`config.mk`:
```
export PLATFORM = sky130hd
export DESIGN_NAME = usb4_multilane_os_tx
export DESIGN_NICKNAME = d
export VERILOG_FILES = /design/src/rtl/usb4_tx_pkg.sv /design/src/rtl/os_beat_slicer.sv /design/src/rtl/usb4_multilane_os_tx.sv
export SDC_FILE = /design/constraint.sdc
export NUM_CORES = 1
export LEC_CHECK = 0
export CORE_ASPECT_RATIO = 0.75
export CORE_MARGIN = 5
export CORE_UTILIZATION = 33
export DETAILED_ROUTE_END_ITERATION = 8
export GPL_ROUTABILITY_DRIVEN = 0
export PLACE_DENSITY_LB_ADDON = 0.25
export REMOVE_ABC_BUFFERS = 1
export SETUP_SLACK_MARGIN = 0.05
export SYNTH_ARGS = -nofsm -noshare
export SYNTH_HDL_FRONTEND = slang
export SYNTH_SLANG_ARGS = --single-unit
```
`constraint.sdc`:
```
create_clock -name clk -period 3.6 [get_ports clk]
set_clock_uncertainty 0.2 [all_clocks]
set_input_delay 0.72 -clock clk [delete_from_list [all_inputs] [get_ports clk]]
set_output_delay 0.72 -clock clk [all_outputs]
set_load 0.1 [all_outputs]
```
`src/rtl/usb4_tx_pkg.sv`:
```
// usb4_tx_pkg: mode encodings, ordered-set constants and the
// per-lane ordered-set word builder for the multilane TX mux.
package usb4_tx_pkg;

    typedef enum logic [3:0] {
        SEL_G3_TS1 = 4'd2,
        SEL_G3_TS2 = 4'd3,
        SEL_G4_TS2 = 4'd5,
        SEL_G4_TS3 = 4'd6,
        SEL_G4_TS4 = 4'd7,
        SEL_DATA   = 4'd8,
        SEL_IDLE   = 4'd9
    } sel_e;

    typedef enum logic [1:0] {
        ST_IDLE,
        ST_OS,
        ST_DATA
    } state_e;

    localparam logic [63:0] G3_TS1 = 64'h0100_F0F0_0000_A5A5;
    localparam logic [63:0] G3_TS2 = 64'h0200_0F0F_0000_5A5A;
    localparam logic [63:0] G4_TS2 = 64'h5A5A_C3C3_0000_0000;
    localparam logic [63:0] G4_TS3 = 64'hA5A5_3C3C_0000_0000;
    localparam logic [63:0] G4_TS4 = 64'h0000_9696_0000_0000;

    localparam int LANE_HI = 55;
    localparam int LANE_LO = 48;
    localparam int SYM_HI  = 63;
    localparam int SYM_LO  = 56;

    function automatic logic is_g3(input logic [3:0] sel);
        return (sel == SEL_G3_TS1) || (sel == SEL_G3_TS2);
    endfunction

    function automatic state_e sel_state(input logic [3:0] sel);
        state_e s;
        s = ST_IDLE;
        unique case (1'b1)
            is_g3(sel),
            sel == SEL_G4_TS2,
            sel == SEL_G4_TS3,
            sel == SEL_G4_TS4: s = ST_OS;
            sel == SEL_DATA:   s = ST_DATA;
            default:           s = ST_IDLE;
        endcase
        return s;
    endfunction

    function automatic logic [63:0] build_os(
        input logic [3:0] sel,
        input logic [7:0] lane,
        input logic [3:0] sym
    );
        logic [63:0] w;
        w = '0;
        unique case (1'b1)
            sel == SEL_G3_TS1: begin
                w = G3_TS1;
                w[LANE_HI:LANE_LO] = lane;
            end
            sel == SEL_G3_TS2: begin
                w = G3_TS2;
                w[LANE_HI:LANE_LO] = lane;
            end
            sel == SEL_G4_TS2: w = G4_TS2;
            sel == SEL_G4_TS3: w = G4_TS3;
            sel == SEL_G4_TS4: begin
                w = G4_TS4;
                w[SYM_HI:SYM_LO] = {sym, ~sym};
            end
            default: w = '0;
        endcase
        return w;
    endfunction

endpackage

```
`src/rtl/os_beat_slicer.sv`:
```
// os_beat_slicer: picks the MSB-first LANE_W slice of a
// lane's ordered-set word for the current beat.
module os_beat_slicer #(
    parameter int OS_BITS = 64,
    parameter int LANE_W  = 8,
    parameter int BW      = 4
) (
    input  logic [OS_BITS-1:0] word_i,
    input  logic [BW-1:0]      beat_i,
    output logic [LANE_W-1:0]  slice_o
);
    logic [31:0]        sh_amt;
    logic [OS_BITS-1:0] sh_word;

    assign sh_amt  = 32'(beat_i) * 32'(LANE_W);
    assign sh_word = word_i << sh_amt;
    assign slice_o = sh_word[OS_BITS-1 -: LANE_W];
endmodule

```
`src/rtl/usb4_multilane_os_tx.sv`:
```
// usb4_multilane_os_tx: per-lane ordered-set / striped data /
// idle TX mux with repeat count and data backpressure.
module usb4_multilane_os_tx
    import usb4_tx_pkg::*;
#(
    parameter int NUM_LANES = 2,
    parameter int LANE_W    = 8,
    parameter int OS_BITS   = 64,
    parameter int REP_W     = 8
) (
    input  logic                        clk,
    input  logic                        rst,
    input  logic [3:0]                  d_sel,
    input  logic [REP_W-1:0]            os_repeat,
    input  logic [NUM_LANES*LANE_W-1:0] tl_data,
    input  logic                        tl_valid,
    output logic                        tl_ready,
    output logic [NUM_LANES*LANE_W-1:0] lane_tx,
    output logic                        tx_lanes_on,
    output logic                        os_sent,
    output logic                        os_done,
    output logic [3:0]                  sym_cnt
);
    localparam int DW = NUM_LANES * LANE_W;
    localparam int NB = OS_BITS / LANE_W;
    localparam int BW = $clog2(NB) + 1;
    localparam logic [BW-1:0] G3_LAST = BW'(NB - 1);
    localparam logic [BW-1:0] G4_LAST = BW'(NB / 2 - 1);

    state_e           state_q, state_d;
    logic [3:0]       mode_q;
    logic [BW-1:0]    beat_q, beat_d, beat_eff;
    logic [REP_W-1:0] rep_q, rep_d, rep_inc;
    logic [3:0]       sym_q, sym_d, sym_eff;
    logic             done_q, done_d;
    logic             on_q, on_d;
    logic             sent_q, sent_d;
    logic             rdy_q, rdy_d;
    logic [DW-1:0]    lane_q, lane_d;
    logic [DW-1:0]    os_slice;
    logic             chg, last;

    // a new mode restarts the set from beat 0 with sym 0
    assign chg      = (d_sel != mode_q);
    assign beat_eff = chg ? '0 : beat_q;
    assign sym_eff  = chg ? '0 : sym_q;

    for (genvar i = 0; i < NUM_LANES; i++) begin : g_lane
        logic [OS_BITS-1:0] os_word;
        assign os_word = OS_BITS'(build_os(d_sel, 8'(i), sym_eff));
        os_beat_slicer #(
            .OS_BITS (OS_BITS),
            .LANE_W  (LANE_W),
            .BW      (BW)
        ) u_slice (
            .word_i  (os_word),
            .beat_i  (beat_eff),
            .slice_o (os_slice[i*LANE_W +: LANE_W])
        );
    end

    assign tl_ready    = rdy_q & (d_sel == SEL_DATA);
    assign lane_tx     = lane_q;
    assign tx_lanes_on = on_q;
    assign os_sent     = sent_q;
    assign os_done     = done_q;
    assign sym_cnt     = sym_q;

    // state, counters and registered outputs
    always_ff @(posedge clk or posedge rst) begin
        if (rst) begin
            state_q <= ST_IDLE;
            mode_q  <= '0;
            beat_q  <= '0;
            rep_q   <= '0;
            sym_q   <= '0;
            done_q  <= 1'b0;
            on_q    <= 1'b0;
            sent_q  <= 1'b0;
            rdy_q   <= 1'b0;
            lane_q  <= '0;
        end else begin
            state_q <= state_d;
            mode_q  <= d_sel;
            beat_q  <= beat_d;
            rep_q   <= rep_d;
            sym_q   <= sym_d;
            done_q  <= done_d;
            on_q    <= on_d;
            sent_q  <= sent_d;
            rdy_q   <= rdy_d;
            lane_q  <= lane_d;
        end
    end

    // next state, beat sequencing and output selection
    always_comb begin
        state_d = state_q;
        beat_d  = beat_q;
        rep_d   = rep_q;
        sym_d   = sym_q;
        done_d  = done_q;
        on_d    = on_q;
        sent_d  = 1'b0;
        rdy_d   = 1'b0;
        lane_d  = '0;
        if (chg) begin
            state_d = sel_state(d_sel);
            beat_d  = '0;
            rep_d   = '0;
            sym_d   = '0;
            done_d  = 1'b0;
        end
        last    = (beat_d == (is_g3(d_sel) ? G3_LAST : G4_LAST));
        rep_inc = (&rep_d) ? rep_d : rep_d + 1'b1;
        unique case (state_d)
            ST_OS: begin
                if (!done_d && beat_d == '0 && os_repeat != '0
                    && rep_d >= os_repeat)
                    done_d = 1'b1;
                if (!done_d) begin
                    lane_d = os_slice;
                    on_d   = 1'b1;
                    if (last) begin
                        sent_d = 1'b1;
                        beat_d = '0;
                        rep_d  = rep_inc;
                        if (d_sel == SEL_G4_TS4 && !(&sym_d))
                            sym_d = sym_d + 1'b1;
                        if (os_repeat != '0 && rep_inc >= os_repeat)
                            done_d = 1'b1;
                    end else begin
                        beat_d = beat_d + 1'b1;
                    end
                end
            end
            ST_DATA: begin
                rdy_d = 1'b1;
                if (tl_valid && tl_ready)
                    lane_d = tl_data;
            end
            default: begin
                lane_d = '0;
            end
        endcase
    end
endmodule

```
* Yosys cells after proc, flatten, opt, wreduce, memory -nomap -nowiden
Index checks and enable logic that the tools add are counted. W data, S select, Z words.
Storage, ports and cells: bits in registers 42, logic and storage cells 78, input bits 31, output and inout port bits 24
Operators by class: add/sub/neg operators 3, mux-type cells 33, bitwise logic cells 3, order comparisons 2, equality and inequality tests 10, shift operators 2, reduce and logical (&&, ||, !) cells 15
Operators by type and width (number):
- $pmux W64 S5 | 2
- $shl A64 B7 Y64 | 2
- $mux W8 | 5
- $mux W4 | 9
- $mux W16 | 2
- $pmux W16 S2 | 1
- $ge A8 B8 Y1 | 2
- $eq A4 B3 Y1 const B | 3
- $mux W1 | 11
- $add A4 B1 Y4 const B | 2
- $add A8 B1 Y8 const B | 1
- $eq A4 B2 Y1 const B | 2
- $reduce_and A8 Y1 | 1
- $reduce_bool A8 Y1 | 1
- $logic_and A1 B1 Y1 | 6
- $eq A4 B3 Y1 | 1
- $eq A4 B4 Y1 const B | 1
- $logic_not A4 Y1 | 1
- $ne A4 B4 Y1 | 1
- $not A4 Y4 | 1
- $pmux W2 S2 | 1
- $reduce_and A4 Y1 | 1
- $reduce_or A4 Y1 | 1
- $mux W3 | 1
- other kinds (8) | 9

* Longest topological paths before layout
Gate-level depths: netlist of run 1.
word-level depth 10, depth in mapped cells 21, gate-level depth less buffers 16

* Hierarchy
A second synthesis of run 1 with hierarchy kept.
Unflattened totals: cells, all modules 375, area, all modules 3809.9 µm²
By module, submodules not included:
- usb4_multilane_os_tx | instances 1, area each 2703.8 µm², cells an instance 299, seq. area each 1051.0 µm²
- os_beat_slicer | instances 2, area each 553.0 µm², cells an instance 38, seq. area each 0.0 µm²

* Least setup slack after synthesis of run 1
OpenSTA, ideal clock, no wires.
path type input to register, from input d_sel[0], to register done_q (netlist: os_done), slack -0.831 ns, data required time 3.282 ns, cell stages on the path 19, buffers on the path 5, arrival 4.113 ns, setup time 0.118 ns, cell sequence buf_6 -> xor2_1 -> nor4_1 -> buf_2 -> buf_2 -> clkbuf_1 -> nand2_1 -> inv_1 -> ha_1 -> nand3_1 -> or3_1 -> buf_2 -> mux2_1 -> ha_1 -> a21o_1 -> a21o_1 -> a21oi_1 -> o21ai_0 -> a21o_1
Between the ends: word-level cells in the longest chain between the ends 10, elaborated cells on any way between the ends 34, those cells by class 1 x add/sub; 2 x order compare; 9 x eq/ne; 13 x mux; 9 x reduce/logical
Ends and longest elaborated chain:
- start: declaration | line usb4_multilane_os_tx.sv:13 | input logic [3:0] d_sel,
- $ne A4 B4 Y1 | line usb4_multilane_os_tx.sv:44 | assign chg = (d_sel != mode_q);
- $mux W8, or another cell as far along | line usb4_multilane_os_tx.sv:107 | if (chg) begin
- $add A8 B1 Y8, or another cell as far along | line usb4_multilane_os_tx.sv:115 | rep_inc = (&rep_d) ? rep_d : rep_d + 1'b1;
- $mux W8 / $logic_and A1 B1 Y1 (equally long branches) | line usb4_multilane_os_tx.sv:115, usb4_multilane_os_tx.sv:118
- $ge A8 B8 Y1 / $logic_and A1 B1 Y1 (equally long branches) | line usb4_multilane_os_tx.sv:130, usb4_multilane_os_tx.sv:118
- $logic_and A1 B1 Y1 (on tied branches) | line usb4_multilane_os_tx.sv:130, usb4_multilane_os_tx.sv:119
- $mux W1 (on tied branches) | line usb4_multilane_os_tx.sv:130, usb4_multilane_os_tx.sv:118
- $mux W1 (on tied branches) | line usb4_multilane_os_tx.sv:124, usb4_multilane_os_tx.sv:116
- $mux W1 | line usb4_multilane_os_tx.sv:121 | if (!done_d) begin
- $mux W1 * | line usb4_multilane_os_tx.sv:116 | unique case (state_d)
- net done_d | line usb4_multilane_os_tx.sv:35 | logic done_q, done_d;
- end signal: assignment | line usb4_multilane_os_tx.sv:88 | done_q <= done_d;
- end: declaration | line usb4_multilane_os_tx.sv:35
Mark *: on every way through the listed nets, which the timed path passes. The rest lies on a longest branch. The select of a mux whose other input is x is not followed. A chain may end at the register's enable or synchronous reset.

* Worst setup path in the final report of run 1
from input d_sel[1], to register rep_q[1]
Between the ends: word-level cells in the longest chain between the ends 10, elaborated cells on any way between the ends 31, those cells by class 1 x add/sub; 1 x order compare; 9 x eq/ne; 12 x mux; 8 x reduce/logical
Ends and longest elaborated chain:
- branches (longest 9 deep; another with $ge A8 B8 Y1)
- $mux W8 * | line usb4_multilane_os_tx.sv:116
- net rep_d[1] | line usb4_multilane_os_tx.sv:33 | logic [REP_W-1:0] rep_q, rep_d, rep_inc;
- end signal: assignment | line usb4_multilane_os_tx.sv:86 | rep_q <= rep_d;
- end: declaration | line usb4_multilane_os_tx.sv:33
Mark *: on every way through the listed nets, which the timed path passes. The select of a mux whose other input is x is not followed.

==> key figures, run 1 <==
Timing
  – Final slew viol count: 0
  – Max-slew headroom: 0.353
  – Max Fclk: 289 MHz
  – Post-route minimum period: between 3 and 4 ns
  – Worst path setup slack after routing: ~0.13 ns
  – Final hold violation count: 0
  – Unrepaired setup endpoints after global routing: true
  – Setup Viol. Count Final: 0
  – Pin slew with the least headroom to its limit: about 0.97 ns
  – Final Cycle Share: 0.963

Synthesis
  – Number of storage elements in the synthesis netlist: 42
  – Biggest area contributors in the synthesized netlist: dfrtp_1 35%, ha_1 9.1%, nand2_1 5.2%
  – Post-synth cell types: 57
  – Post-Syn Area per Cell: 8.77 um2
  – Ys async rst share: 1.00
  – Synthesized instance count: 345
  – Share of synthesized area occupied by flip-flops and latches: 0.348
  – Synth Warn #: 0
  – Ranking of synthesized cells by instance count: 42 x dfrtp_1, 42 x nand2_1, 22 x ha_1, 22 x inv_1, 20 x nor2_1
  – Post-synthesis cell type with the largest combined area: dfrtp_1
  – Number of synthesized flops with an enable pin: 0
  – Leading register cell type out of synthesis: dfrtp_1
  – Post-synthesis cell area: 3020 um2
  – Proportion of netlist area held by the largest area contributor: 0.348

Worst setup path
  – Delay of the slowest cell on the worst path: 0.41 ns
  – Crit path launch type: primary input
  – Cell type with the highest occurrence count on the critical path: buf_6
  – Kind of capture point of the worst setup path: flip-flop
  – Sum of buffers and inverters on the critical path: 5
  – CP required: 3.57 ns
  – Family of cells with the greatest summed delay on the critical path: compound AO/OA/AOI/OAI gates
  – Arrival time of the worst setup path: 3.43 ns
  – Kind of critical path: primary input to flip-flop
  – Cells along the critical path: buf_6 > xor2_4 > nor4_4 > buf_6 > buf_6 > and2_4 > ha_4 > a2111o_1 > a22oi_2 > buf_4 > o211ai_4 > buf_6 > nor3b_4 > mux2_4
  – Maximum fanout count along the critical path: 8
  – Slowest stage cell, crit path: a2111o_1

Power and ir drop
  – Net Sw Power: around 310 uW
  – Sequential share of power: 0.419
  – IR Drop Worst-Case VDD: 0.000176 V
  – Static Leakage: 0.00212 uW
  – Pwr dens: around 260 nW/um2
  – Sw Ratio: 0.265
  – Int Power: 856 uW
  – Proportion of power drawn by combinational gates: 0.188
  – Fraction of power consumed by the clock network: 0.393

Floorplan
  – Starting Density: 0.336
  – Number of ports placed on the die boundary: 55
  – # rows: 30
  – Die outline area: 11200 um2
  – Die H: about 93 um
  – Core region area: 9010 um2
  – Horizontal die dimension: 121 um

Run status
  – Result of the run: finished clean

Drt
  – Routed wire per std cell: 16.8 um
  – Detailed-route vias per instance: 5.31
  – DRC Markers: 0
  – Count of routing violations after the opening detailed-route iteration: 299
  – Vias after detailed routing: 2991
  – First-pass detailed-route iteration total: 5
  – Total wirelength of the detailed-routed design: between 9000 and 10000 um
  – Final ANT Viol Nets: 0

Place
  – DPL Wire Length: 6940 um
  – Setup slack at placement: -0.851 ns
  – Number of buffers inserted by port buffering: 54
  – Post-Place Cells: 540

Clock tree
  – Root Buffer Master: clkbuf_16
  – Clock tree from TritonCTS: built
  – Clock buffer count from CTS: 5
  – Maximum root-to-sink buffer count: 2
  – Clock latency on the worst-skew pair: 0.28 ns
  – Number of sinks on the clock net: 42
  – Deepest level of the CTS H-tree: 2
  – Clock transition time at the flip-flop clock pins of the worst setup and hold paths: 0.06 ns

GRT
  – Number of antenna violations at the first check in global routing: 0
  – Via count of the first global-routing pass: 2848
  – Maximum number of pins on one net before global-route repair: 25
  – GRT Total Usage: 0.164
  – GRT Residual Overflow: 0
  – Wire length of the first global-routing pass: about 15000 um

Layout
  – Share of cells above drive strength 1: 0.299
  – Filler cell count: 830
  – Area occupied by multi-input gates: ~2000 um2
  – Area used by sequential logic in the layout: between 1000 and 1500 um2
  – Finished Core Util: 0.495
  – Synth-to-layout area growth: 47.6%
  – Layout Nets: 503
  – Final standard cell count with taps included and fillers excluded: 563
  – Count of inserted antenna diode cells: 0

Job
  – Max-cap violations: 0

Min path
  – Min-Delay Path Class: flip-flop to flip-flop
[metal layers]
metal / vias to the layer above / GRT usage / share of wire
met5: - / 0 / 0
li1: 1429 / - / -
met4: 0 / 0.0340 / 0.0059
met2: 139 / 0.241 / 0.46
met1: 1417 / 0.247 / 0.46
met3: 6 / 0.0317 / 0.080
[power by group through the flow]
| stage | clock [uW] | sequential (uW) | combinational, uW |
|---|---|---|---|
| CTS | 471 | 487 | 201 |
| finish | 458 | 489 | 219 |
| global placement | 0 | 495 | 182 |
| floorplan | 0 | 506 | 72.8 |
| global route | 483 | 489 | 236 |
| detailed placement | 0 | 495 | 182 |
[metrics by stage]
step           instance area [um2]  setup TNS (ns)  power, uW  hold WS, ns
6_report                      4460               0       1170        0.294
4_1_cts                       4270               0       1160        0.297
5_1_grt                       4460               0       1210        0.331
2_1_floorplan                 2920          -64.72        578        0.273
3_3_place_gp                  3950          -21.60        677        0.277
3_5_place_dp                  3950          -23.51        677        0.269
[registers in the layout (all words and copies together), names as in the netlist]
| signal | cells |
|---|---|
| beat_q | 4 |
| lane_tx | 16 |
| mode_q | 4 |
| os_done | 1 |
| os_sent | 1 |
| rdy_q | 1 |
| rep_q | 8 |
| state_q | 2 |
| sym_cnt | 4 |
| tx_lanes_on | 1 |
[timing repair]
action                                  in CTS  in global routing
gates resized for setup                     38                 35
hold buffers                                 0                  0
buffers inserted                            11                  5
pin swaps                                   18                 14
gates cloned                                 0                  0
endpoints found under the setup margin      35                 31
[layout make-up]
class | count | share of cell area
clock buffer | 7 | 0.0320
inverter | 22 | 0.0185
sequential | 42 | 0.235
multi-input combinational | 261 | 0.454
clock inverter | 1 | 0.00112
timing repair buffer | 118 | 0.227
tap | 112 | 0.0314
[cells in the final DEF, fill, tap and decap left out, drive strengths merged, types with 2 or more instances in the layout]
cell / count
a2111o: 3
a211oi: 3
a21boi: 3
a21o: 9
a21oi: 18
a22oi: 2
a311oi: 2
a31oi: 3
and2: 11
and3: 3
buf: 91
clkbuf: 7
clkdlybuf4s50: 27
clkinv: 2
dfrtp: 42
ha: 22
inv: 21
mux2: 7
mux2i: 4
nand2: 42
nand2b: 9
nand3: 10
nand4: 2
nand4b: 2
nor2: 20
nor2b: 3
nor3: 7
nor3b: 3
nor4: 6
o21ai: 22
o31ai: 3
o32ai: 2
or3: 4
or4: 3
xnor2: 9
xor2: 10
[path summary, 6_finish.rpt]
kind                       cells after the start  slack, ns                     from                      end
setup / recovery                              14       0.13                 d_sel[1]       rep_q[1]$_DFF_PP0_
hold reg to reg                                1       0.29  tx_lanes_on$_DFFE_PP0P_  tx_lanes_on$_DFFE_PP0P_
hold / removal                                 1       0.29  tx_lanes_on$_DFFE_PP0P_  tx_lanes_on$_DFFE_PP0P_
min in group asynchronous                      2       0.62                      rst      mode_q[1]$_DFF_PP0_
max in group asynchronous                      3       1.84                      rst          rdy_q$_DFF_PP0_
setup reg to reg                              13       0.20      mode_q[1]$_DFF_PP0_       rep_q[1]$_DFF_PP0_
[logic make-up after synthesis]
kind of cell / share of synthesized area
and+or+nand+nor: 0.226
AOI/OAI and AO/OA: 0.179
buffers and inverters: 0.0608
DFF: 0.348
adders and majority gates: 0.0910
xor gates and xnor gates: 0.0550
muxes: 0.0405
No activity file was read; power rests on OpenSTA's default activity.
==> inputs of run 2 (changes only) <==
--- a/config.mk
+++ b/config.mk
@@ -5,9 +5,11 @@
 export SDC_FILE = /design/constraint.sdc
 export NUM_CORES = 1
 export LEC_CHECK = 0
+export CAP_MARGIN = 25
 export CORE_ASPECT_RATIO = 0.75
-export CORE_MARGIN = 5
+export CORE_MARGIN = 2
 export CORE_UTILIZATION = 33
+export CTS_CLUSTER_SIZE = 20
 export DETAILED_ROUTE_END_ITERATION = 8
 export GPL_ROUTABILITY_DRIVEN = 0
 export PLACE_DENSITY_LB_ADDON = 0.25
==> run 2 against run 1 <==
Effect of this change: critical path depth fell by 1; sequential share of layout area up 0.55 points; via count is 3.8% lower; maximum frequency is 1.3% lower.
==> key figures, run 2 (synthesized netlist as in run 1, its figures left out) <==
Floorplan
  – # rows: 30
  – Starting Density: 0.337
  – Die outline area: 9950 um2
  – Number of ports placed on the die boundary: 55
  – Die H: 86.9 um
  – Core region area: approximately 9000 um2
  – Horizontal die dimension: roughly 110 um

Drt
  – Routed wire per std cell: between 15 and 20 um
  – Total wirelength of the detailed-routed design: 8700 um
  – DRC Markers: 0
  – Detailed-route vias per instance: 5.17
  – First-pass detailed-route iteration total: 5
  – Final ANT Viol Nets: 0
  – Count of routing violations after the opening detailed-route iteration: 167
  – Vias after detailed routing: 2877

Worst setup path
  – Worst reg2reg setup slack: 0.15 ns
  – Length in cells of the worst reg-to-reg path: 12
  – Maximum fanout count along the critical path: 8
  – CP required: 3.56 ns
  – Crit path launch type: primary input
  – Kind of critical path: primary input to flip-flop
  – Kind of capture point of the worst setup path: flip-flop
  – Arrival time of the worst setup path: approximately 3.5 ns

Power and ir drop
  – IR Drop Worst-Case VDD: 0.000151 V
  – Pwr dens: 256 nW/um2
  – Power Total: 1110 uW
  – Static Leakage: 0.00207 uW

Timing
  – Setup Viol. Count Final: 0
  – Post-route minimum period: 3.51 ns
  – Unrepaired setup endpoints after global routing: true
  – Max Fclk: 285 MHz
  – Final Cycle Share: 0.976
  – Pin slew with the least headroom to its limit: 0.966 ns
  – Final slew viol count: 0
  – Max-slew headroom: 0.354
  – Final hold violation count: 0
  – Worst hold-check slack: 0.288 ns

Clock tree
  – Number of sinks on the clock net: 42
  – Deepest level of the CTS H-tree: 2
  – Clock buffer count from CTS: 5
  – Root Buffer Master: clkbuf_16
  – Clock latency on the worst-skew pair: 0.28 ns
  – Hold_buf cts: 0
  – Maximum root-to-sink buffer count: 2
  – Clock transition time at the flip-flop clock pins of the worst setup and hold paths: 0.06 ns
  – Clock tree from TritonCTS: built

Run status
  – Result of the run: finished clean

GRT
  – Maximum number of pins on one net before global-route repair: 27
  – GRT Residual Overflow: 0
  – Wire length of the first global-routing pass: about 14000 um
  – Via count of the first global-routing pass: 2761
  – GRT Total Usage: 0.180
  – Number of antenna violations at the first check in global routing: 0

Place
  – Number of buffers inserted by port buffering: 54
  – DPL Wire Length: 6640 um
  – Placed Instance Area: between 3000 and 4000 um2

Layout
  – Finished layout cell area: between 4000 and 5000 um2
  – Most common cell after layout, fill and taps aside: buf_4
  – Commonest cells after routing, fill and taps aside: 72 x buf_4, 42 x dfrtp_1, 41 x nand2_1
  – Area occupied by multi-input gates: 1990 um2
  – Number of flip-flops under the largest register name: 16
  – Area used by sequential logic in the layout: between 1000 and 1500 um2
  – Count of inserted antenna diode cells: 0
  – Share of cells above drive strength 1: 0.277
  – Layout Nets: 497
  – Filler cell count: 851
  – Finished Core Util: 0.486
  – Synth-to-layout area growth: 44.2%

Min path
  – Hold-critical path depth: 1
  – Min-Delay Path Class: flip-flop to flip-flop

Job
  – Max-cap violations: 0
-- run 2: report_power, final --
group	internal (uW)	switching [uW]
clock network	254	174
logic	90.6	110
registers	479	7.95
-- run 2: what timing repair did --
action,CTS,global route
buffers inserted,3,5
pin swaps,8,18
setup endpoints to repair,35,30
gates resized for setup,31,28
-- run 2: critical path, stage by stage --
cell	delay [ns]
buf_8	0.10
xor2_4	0.15
nor4_2	0.28
buf_4	0.19
buf_8	0.13
and2_4	0.15
ha_4	0.19
a2111o_1	0.41
a22oi_2	0.21
buf_6	0.14
o211ai_4	0.15
nor4_2	0.29
mux2_1	0.36
-- run 2: per-layer routing --
| layer | GRT usage | up-vias | wire, um | share of wire |
|---|---|---|---|---|
| li1 | - | 1416 | - | - |
| met1 | 0.282 | 1364 | 4360 | 0.50 |
| met2 | 0.253 | 93 | 3630 | 0.42 |
| met3 | 0.0383 | 4 | 658 | 0.076 |
| met4 | 0.0322 | 0 | 57 | 0.0066 |
| met5 | 0 | - | 0 | 0 |
-- run 2: final cells by class --
| type | count | share of cell area |
|---|---|---|
| Multi-Input combinational cell | 261 | 0.456 |
| Tap cell | 112 | 0.0321 |
| Inverter | 22 | 0.0189 |
| Clock buffer | 7 | 0.0304 |
| Timing Repair Buffer | 112 | 0.221 |
| Sequential cell | 42 | 0.241 |
-- run 2: final timing paths --
path	startpoint	to
worst max-delay path	d_sel[2]	rep_q[7]$_DFF_PP0_
worst min-delay path	tx_lanes_on$_DFFE_PP0P_	tx_lanes_on$_DFFE_PP0P_
worst max register to register	mode_q[2]$_DFF_PP0_	rep_q[7]$_DFF_PP0_
worst min register to register	tx_lanes_on$_DFFE_PP0P_	tx_lanes_on$_DFFE_PP0P_
max in group asynchronous	rst	lane_tx[12]$_DFF_PP0_
min in group asynchronous	rst	rep_q[0]$_DFF_PP0_
-- run 2: through the flow --
step	instances	setup TNS [ns]	worst slack, ns
after floorplan	325	-64.72	-2.08
after global placement	541	-19.33	-0.692
after detailed placement	541	-20.53	-0.745
after CTS	551	0	0.0504
after global routing	556	-0.0261	-0.0261
final	556	0	0.0876
